## src/rtl/fish_pkg.sv

```systemverilog
// Shared definitions for the fish lane motion sequencer.
package fish_pkg;

  // Sequencer states.
  typedef enum logic [1:0] {
    IDLE = 2'd0,
    LOAD = 2'd1,
    RUN  = 2'd2
  } fish_state_e;

  // Direction encoding: 1 moves towards the MSB, 0 towards the LSB.
  localparam logic DIR_LEFT  = 1'b1;
  localparam logic DIR_RIGHT = 1'b0;

  // Shortest step period; one clock for the command, one for the register to settle.
  localparam int MIN_PERIOD = 2;

endpackage

```

## src/rtl/fish_tick_div.sv

```systemverilog
// Step-period divider: counts 0..P-1 with P = max(period, MIN_PERIOD) and
// flags the last count. The period is re-sampled on every clear and every wrap.
module fish_tick_div
  import fish_pkg::*;
#(
  parameter int PW = 8
) (
  input  logic          CLK,
  input  logic          RST,
  input  logic          clr,
  input  logic          en,
  input  logic [PW-1:0] period,
  output logic          step
);

  logic [PW-1:0] cnt_q, cnt_d;
  logic [PW-1:0] per_q, per_d;
  logic [PW-1:0] per_clamped;

  // Clamp the requested period, detect the last count and advance the counter.
  always_comb begin
    cnt_d = cnt_q;
    per_d = per_q;
    if (period < PW'(MIN_PERIOD)) begin
      per_clamped = PW'(MIN_PERIOD);
    end else begin
      per_clamped = period;
    end
    step = en && (cnt_q == (per_q - {{(PW-1){1'b0}}, 1'b1}));
    if (clr) begin
      cnt_d = {PW{1'b0}};
      per_d = per_clamped;
    end else if (step) begin
      cnt_d = {PW{1'b0}};
      per_d = per_clamped;
    end else if (en) begin
      cnt_d = cnt_q + {{(PW-1){1'b0}}, 1'b1};
    end else begin
      cnt_d = cnt_q;
    end
  end

  // Counter and sampled-period registers with synchronous active-low reset.
  always_ff @(posedge CLK) begin
    if (!RST) begin
      cnt_q <= {PW{1'b0}};
      per_q <= PW'(MIN_PERIOD);
    end else begin
      cnt_q <= cnt_d;
      per_q <= per_d;
    end
  end

endmodule

```

## src/rtl/fish_motion_ctrl.sv

```systemverilog
// Fish lane motion sequencer: loads a start pattern into the lane register,
// then issues one shift per period, left or right.
// Build option FISH_BOUNCE_EN: defined -> bounce off the lane edges;
// undefined -> bits fall off the edge and the pattern respawns on an empty lane.
module fish_motion_ctrl
  import fish_pkg::*;
#(
  parameter int Bits = 4,
  parameter int PW   = 8
) (
  input  logic            CLK,
  input  logic            RST,
  input  logic            start,
  input  logic            stop,
  input  logic [Bits-1:0] pattern,
  input  logic            dirInit,
  input  logic [PW-1:0]   period,
  input  logic [Bits-1:0] regValue,
  output logic [Bits-1:0] loadValue,
  output logic            loadBit,
  output logic            shiftLeft,
  output logic            shiftRight,
  output logic            moving,
  output logic            edgeHit
);

  fish_state_e     state_q, state_d;
  logic            dir_q, dir_d;
  logic [Bits-1:0] pat_q, pat_d;
  logic [Bits-1:0] load_value_q, load_value_d;
  logic            load_bit_q, load_bit_d;
  logic            shift_left_q, shift_left_d;
  logic            shift_right_q, shift_right_d;
  logic            moving_q, moving_d;
  logic            edge_hit_q, edge_hit_d;
  logic            step;
  logic            tick_clr;
  logic            tick_en;
  logic            start_acc;
  logic            at_hi;
  logic            at_lo;

  assign tick_en   = (state_q == RUN);
  assign tick_clr  = (state_q != RUN);
  assign start_acc = start && (pattern != {Bits{1'b0}});
  assign at_hi     = regValue[Bits-1];
  assign at_lo     = regValue[0];

  fish_tick_div #(.PW(PW)) u_tick (
    .CLK    (CLK),
    .RST    (RST),
    .clr    (tick_clr),
    .en     (tick_en),
    .period (period),
    .step   (step)
  );

  // Next state and next output values; stop beats start, start beats a step.
  always_comb begin
    state_d       = state_q;
    dir_d         = dir_q;
    pat_d         = pat_q;
    load_value_d  = {Bits{1'b0}};
    load_bit_d    = 1'b0;
    shift_left_d  = 1'b0;
    shift_right_d = 1'b0;
    edge_hit_d    = 1'b0;
    if (stop) begin
      state_d = IDLE;
    end else if (start_acc) begin
      state_d = LOAD;
      pat_d   = pattern;
    end else begin
      case (state_q)
        IDLE: begin
          state_d = IDLE;
        end
        LOAD: begin
          load_bit_d   = 1'b1;
          load_value_d = pat_q;
          dir_d        = dirInit;
          state_d      = RUN;
        end
        RUN: begin
          state_d = RUN;
          if (step) begin
`ifdef FISH_BOUNCE_EN
            if (regValue == {Bits{1'b0}}) begin
              edge_hit_d = 1'b0;
            end else if (at_hi && at_lo) begin
              // Fish spans the whole lane: turn around without moving.
              dir_d      = ~dir_q;
              edge_hit_d = 1'b1;
            end else if ((dir_q == DIR_LEFT) && at_hi) begin
              dir_d         = DIR_RIGHT;
              edge_hit_d    = 1'b1;
              shift_right_d = 1'b1;
            end else if ((dir_q == DIR_RIGHT) && at_lo) begin
              dir_d        = DIR_LEFT;
              edge_hit_d   = 1'b1;
              shift_left_d = 1'b1;
            end else if (dir_q == DIR_LEFT) begin
              shift_left_d = 1'b1;
            end else begin
              shift_right_d = 1'b1;
            end
`else
            if (regValue == {Bits{1'b0}}) begin
              // Lane has emptied: respawn the captured pattern.
              load_bit_d   = 1'b1;
              load_value_d = pat_q;
              edge_hit_d   = 1'b1;
            end else if (dir_q == DIR_LEFT) begin
              shift_left_d = 1'b1;
            end else begin
              shift_right_d = 1'b1;
            end
`endif
          end else begin
            edge_hit_d = 1'b0;
          end
        end
        default: begin
          state_d = IDLE;
        end
      endcase
    end
    moving_d = (state_d == RUN);
  end

  // State, direction, captured pattern and output registers.
  always_ff @(posedge CLK) begin
    if (!RST) begin
      state_q       <= IDLE;
      dir_q         <= DIR_LEFT;
      pat_q         <= {Bits{1'b0}};
      load_value_q  <= {Bits{1'b0}};
      load_bit_q    <= 1'b0;
      shift_left_q  <= 1'b0;
      shift_right_q <= 1'b0;
      moving_q      <= 1'b0;
      edge_hit_q    <= 1'b0;
    end else begin
      state_q       <= state_d;
      dir_q         <= dir_d;
      pat_q         <= pat_d;
      load_value_q  <= load_value_d;
      load_bit_q    <= load_bit_d;
      shift_left_q  <= shift_left_d;
      shift_right_q <= shift_right_d;
      moving_q      <= moving_d;
      edge_hit_q    <= edge_hit_d;
    end
  end

  assign loadValue  = load_value_q;
  assign loadBit    = load_bit_q;
  assign shiftLeft  = shift_left_q;
  assign shiftRight = shift_right_q;
  assign moving     = moving_q;
  assign edgeHit    = edge_hit_q;

endmodule

```

## config.mk

```make
export PLATFORM = sky130hd
export DESIGN_NAME = fish_motion_ctrl
export DESIGN_NICKNAME = d
export VERILOG_FILES = /design/src/rtl/fish_pkg.sv /design/src/rtl/fish_tick_div.sv /design/src/rtl/fish_motion_ctrl.sv
export SDC_FILE = /design/constraint.sdc
export NUM_CORES = 1
export LEC_CHECK = 0
export CORE_MARGIN = 1
export CORE_UTILIZATION = 45
export DETAILED_ROUTE_END_ITERATION = 10
export DONT_BUFFER_PORTS = 1
export GPL_TIMING_DRIVEN = 0
export SYNTH_ARGS = -nofsm -noshare
export SYNTH_HDL_FRONTEND = slang
export SYNTH_SLANG_ARGS = --single-unit
```

## constraint.sdc

```tcl
create_clock -name CLK -period 5.41 [get_ports CLK]
set_input_delay 0.8115 -clock CLK [delete_from_list [all_inputs] [get_ports CLK]]
set_output_delay 0.8115 -clock CLK [all_outputs]
set_load 0.01 [all_outputs]
```

Yosys cells after proc, flatten, opt, wreduce, memory -nomap -nowiden
Index checks and enable logic that the tools add are counted.
{"block": "word_totals", "reg_bits": 32, "word_cells": 50, "output_inout_bits": 9}
{"block": "classes", "reduce_logical": 12, "addsub": 2, "order_cmp": 1, "bitwise_logic": 5, "eq_ne": 5, "n_mux": 14}
{"operator": "$mux W8", "n": 3}
{"operator": "$add A8 B1 Y8 const B", "n": 1}
{"operator": "$eq A8 B8 Y1", "n": 1}
{"operator": "$lt A8 B2 Y1 const B", "n": 1}
{"operator": "$mux W4", "n": 2}
{"operator": "$pmux W4 S2", "n": 1}
{"operator": "$sub A8 B1 Y8 const B", "n": 1}
{"operator": "$mux W2", "n": 3}
{"operator": "$reduce_or A3 Y1", "n": 2}
{"operator": "$reduce_or A6 Y1", "n": 1}
{"operator": "$not A1 Y1", "n": 5}
{"operator": "$eq A2 B2 Y1 const B", "n": 2}
{"operator": "$logic_not A4 Y1", "n": 1}
{"operator": "$mux W1", "n": 4}
{"operator": "$reduce_bool A4 Y1", "n": 1}
{"operator": "$reduce_or A4 Y1", "n": 1}
{"operator": "$reduce_and A3 Y1", "n": 1}
{"operator": "$eq A2 B1 Y1 const B", "n": 1}
{"operator": "$logic_and A1 B1 Y1", "n": 2}
{"operator": "$ne A2 B2 Y1 const B", "n": 1}
{"operator": "$pmux W1 S2", "n": 1}
{"operator": "$reduce_and A2 Y1", "n": 1}
{"operator": "$reduce_bool A2 Y1", "n": 1}
{"operator": "$reduce_or A2 Y1", "n": 1}

Logic depth before layout (Yosys ltp)
{"block": "depth", "ltp_word": 6, "mapped_depth": 10, "ltp_nobuf": 8}

By module
From an unflattened synthesis, not the netlist that was laid out.
{"block": "hier_totals", "cells_unflattened": 167, "hier_area_um2": 1552.7}
{"mod": "fish_tick_div", "area_per_inst_um2": 947.2, "seq_area_each_um2": 320.3, "n_inst": 1, "cells_per_inst": 107}
{"mod": "fish_motion_ctrl", "area_per_inst_um2": 605.6, "seq_area_each_um2": 320.3, "n_inst": 1, "cells_per_inst": 60}

Worst setup path before layout
OpenSTA, ideal clock, no wires.
{"block": "synth_path", "path_kind": "reg2reg", "startpoint": "register u_tick.per_q[0]", "endpoint": "register u_tick.per_q[2]", "arrival_time_ps": 2152, "path_slack_ps": 3141, "path_stages_with_launch": 9, "required_ps": 5293, "synth_period_minus_slack_ps": 2269, "path_cell_list": "dfxtp_1 nor3_4 xnor2_1 a2111o_1 or4_1 buf_6 nor2b_4 buf_6 a22o_1"}
{"block": "synth_via", "elab_chain_len": 4}
{"item": "from (decl)", "line": "fish_tick_div.sv:17", "text": "logic [PW-1:0] per_q, per_d;"}
{"item": "from (signal assigned)", "line": "fish_tick_div.sv:47", "text": "per_q <= PW'(MIN_PERIOD);"}
{"item": "from (signal assigned)", "line": "fish_tick_div.sv:50", "text": "per_q <= per_d;"}
{"item": "$sub A8 B1 Y8", "line": "fish_tick_div.sv:29", "text": "step = en && (cnt_q == (per_q - {{(PW-1){1'b0}}, 1'b1}));"}
{"item": "$eq A8 B8 Y1", "line": "fish_tick_div.sv:29"}
{"item": "$logic_and A1 B1 Y1", "line": "fish_tick_div.sv:29"}
{"item": "$reduce_bool A2 Y1 (no source line)"}
No other way between the ends.
A chain may end at the register's enable or synchronous reset.

Final worst setup path
{"block": "layout_path", "startpoint": "register u_tick.per_q[3]", "endpoint": "register u_tick.per_q[5]"}
Same word-level chain as after synthesis.

==> qor.csv <==
metric;value;unit
status;finished clean;
tightest_slew;452;ps
post-route-util;0.507;
fmax;0.406;GHz
met1_usage;0.203;
syn-num-nets;164;
antenna_found_initial;0;
max-slew-margin-rel;0.697;
min_period;2460;ps
final_layout_size_suffix_gt1_frac;0.109;
synth-edff-count;0;
gp_congestion;0.807;
wl;2.37;mm
cp.arrival;2700;ps
final_cell_mix;dfxtp_1, nor2_1, inv_1, xnor2_1, xor2_1;
dp_slack;2980;ps
pwr_density_cell;271;mW/mm²
htreeDepth;2;
min_period_over_period;0.455;
cap_violations;0;
holdPathStages;1;
synth_top_cell_by_area;dfxtp_1;
n_antenna_cell;0;
cp_top_family;simple AND/OR/NAND/NOR gates;
power.total;0.416;mW
startpoint_type;flip-flop;
gr-total-overflow;0;
hold_buffers;0;
reg2reg_slack;2950;ps
rr_worst_depth;8;
syn2layout_area_growth;8.19;%
cts_buffers;5;
syn_area_per_cell;10.2;µm²
firstDrtPassIters;4;
cts-root-buf;clkbuf_4;
die_h;58.2;µm
yosys_register_bits;32;
finalSetupViolations;0;
vias;991;
critical_path_class;reg2reg;
drt_iter0_drc;44;
fin_nets;171;
rsz0062_at_grt;no;
min-delay-start;dir_q;
critPathMaxFanout;9;
grt_max_degree;13;
timing.final.hold_violations;0;
grt_pass1_wl;4.13;mm
clock_skew;5.79;ps
via_per_inst;5.19;
synth_ff_type;dfxtp_1;
peakVddDrop;0.000160;V
busiest_layer;met2;
cp.depth;8;
fp.coreArea;0.00303;mm²
cts_sinks;32;
synthCells;139;
io_pins;30;
cts_buffer_depth;2;
cts_resized;0;
wl_per_cell;12.4;µm
track_usage;0.167;
rr_endpoint;u_tick.per_q[5];
holdPathEnd;shiftRight;
leakagePower;0.589;nW
cp_slowest_cell;or4_1;
crit_path_cell_trace;nor4_1, nor2_1, a2111o_1, or4_1, buf_6, nor2b_4, buf_6, a22o_1;
num_rows;20;
crit_top_cell;buf_6;
end_kind;flip-flop;
initial_core_util;0.469;
die_x;58.2;µm
first_global_vias;968;
fin_ws;2950;ps
post-cts-setup-buffers;0;
cts_tree;yes;
drv_slew;0;
hpwl;1.85;mm
hp-class;reg2reg;
synth_area_leaders;dfxtp_1, xnor2_1, xor2_1;
grt_use_met3;0.0714;
crit_required;5650;ps
synth_cell_types;39;
final_common_cell;dfxtp_1;
syn_area;0.00142;mm²
fin_setup_tns;0;ps
fp.dieArea;0.00338;mm²
clock_latency;340;ps
drc;0;
slowest_delay;570;ps
port_buffers;0;
synth_top_cell_area_share;0.451;
path_buf_inv;2;
path_clk_slew;100;ps
ys_seq_area_frac;0.451;
yosysWarnings;0;
rr_startpoint;u_tick.per_q[3];
gr-usage-met2;0.246;
async_flop_share;0;
drt.antenna.violating_nets;0;
-- how the worst max path moves through the flow --
stage	slack (ps)	end	start
after global routing	2780	u_tick.per_q[6]	u_tick.per_q[3]
final	2950	u_tick.per_q[5]	u_tick.per_q[3]
after CTS	2950	u_tick.per_q[6]	u_tick.per_q[0]
after detailed placement	2980	u_tick.per_q[6]	u_tick.per_q[0]
after global placement	2990	u_tick.per_q[3]	u_tick.per_q[3]
after floorplan	3140	u_tick.per_q[2]	u_tick.per_q[0]
-- layout make-up --
cell class | count | area (µm²)
flip-flops and latches | 32 | 641
inverters | 9 | 33.8
multi-input cells | 95 | 719
clock inverters | 3 | 23.8
fillers | 297 | 1490
well taps | 44 | 55.1
plain buffers | 3 | 26.3
clock buffers | 5 | 37.5
-- synthesized netlist by cell type (all sizes together) (2+ instances only) --
| library cell | count |
|---|---|
| or4 | 2 |
| ha | 4 |
| and2 | 2 |
| nor3b | 3 |
| a22o | 6 |
| dfxtp | 32 |
| buf | 2 |
| nor4 | 3 |
| nor2 | 14 |
| nand3 | 2 |
| nor2b | 9 |
| nand4 | 3 |
| nand2 | 5 |
| xor2 | 9 |
| nor3 | 2 |
| and3 | 2 |
| nand2b | 2 |
| mux2i | 4 |
| xnor2 | 9 |
| inv | 9 |
-- layer usage --
layer | share of wire | vias up
met5 | 0 | -
met4 | 0.030 | 0
met3 | 0.043 | 8
met2 | 0.47 | 22
met1 | 0.46 | 467
li1 | - | 494
-- power breakdown --
group	total, mW	switching, mW	internal (mW)
clock network	0.139	0.0875	0.0510
logic	0.0305	0.0140	0.0165
registers	0.247	0.00592	0.241
-- stage by stage --
stage | instances | cell area (µm²) | hold slack (ps)
finish | 191 | 1540 | 441
global route | 191 | 1540 | 461
CTS | 191 | 1540 | 443
detailed placement | 183 | 1480 | 426
global placement | 183 | 1480 | 419
floorplan | 139 | 1420 | 407
-- state kept, by name, indices dropped and copies added (netlist names) --
register	cells
u_tick.cnt_q	8
u_tick.per_q	8
loadValue	4
pat_q	4
state_q	2
dir_q	1
edgeHit	1
loadBit	1
moving	1
shiftLeft	1
shiftRight	1
-- cells by family (layout without fill, tap and decap cells) --
group / Yosys count / count (layout) / share of synthesized area
AO/OA/AOI/OAI: 17 / 17 / 0.115
XOR/XNOR: 18 / 18 / 0.111
flip-flops: 32 / 32 / 0.451
AND/OR/NAND/NOR: 52 / 52 / 0.218
multiplexers: 4 / 4 / 0.0282
adder cells (fa/ha/maj): 4 / 4 / 0.0352
buffers and inverters: 12 / 20 / 0.0423
Note: power is estimated with default switching activity, not from simulation.
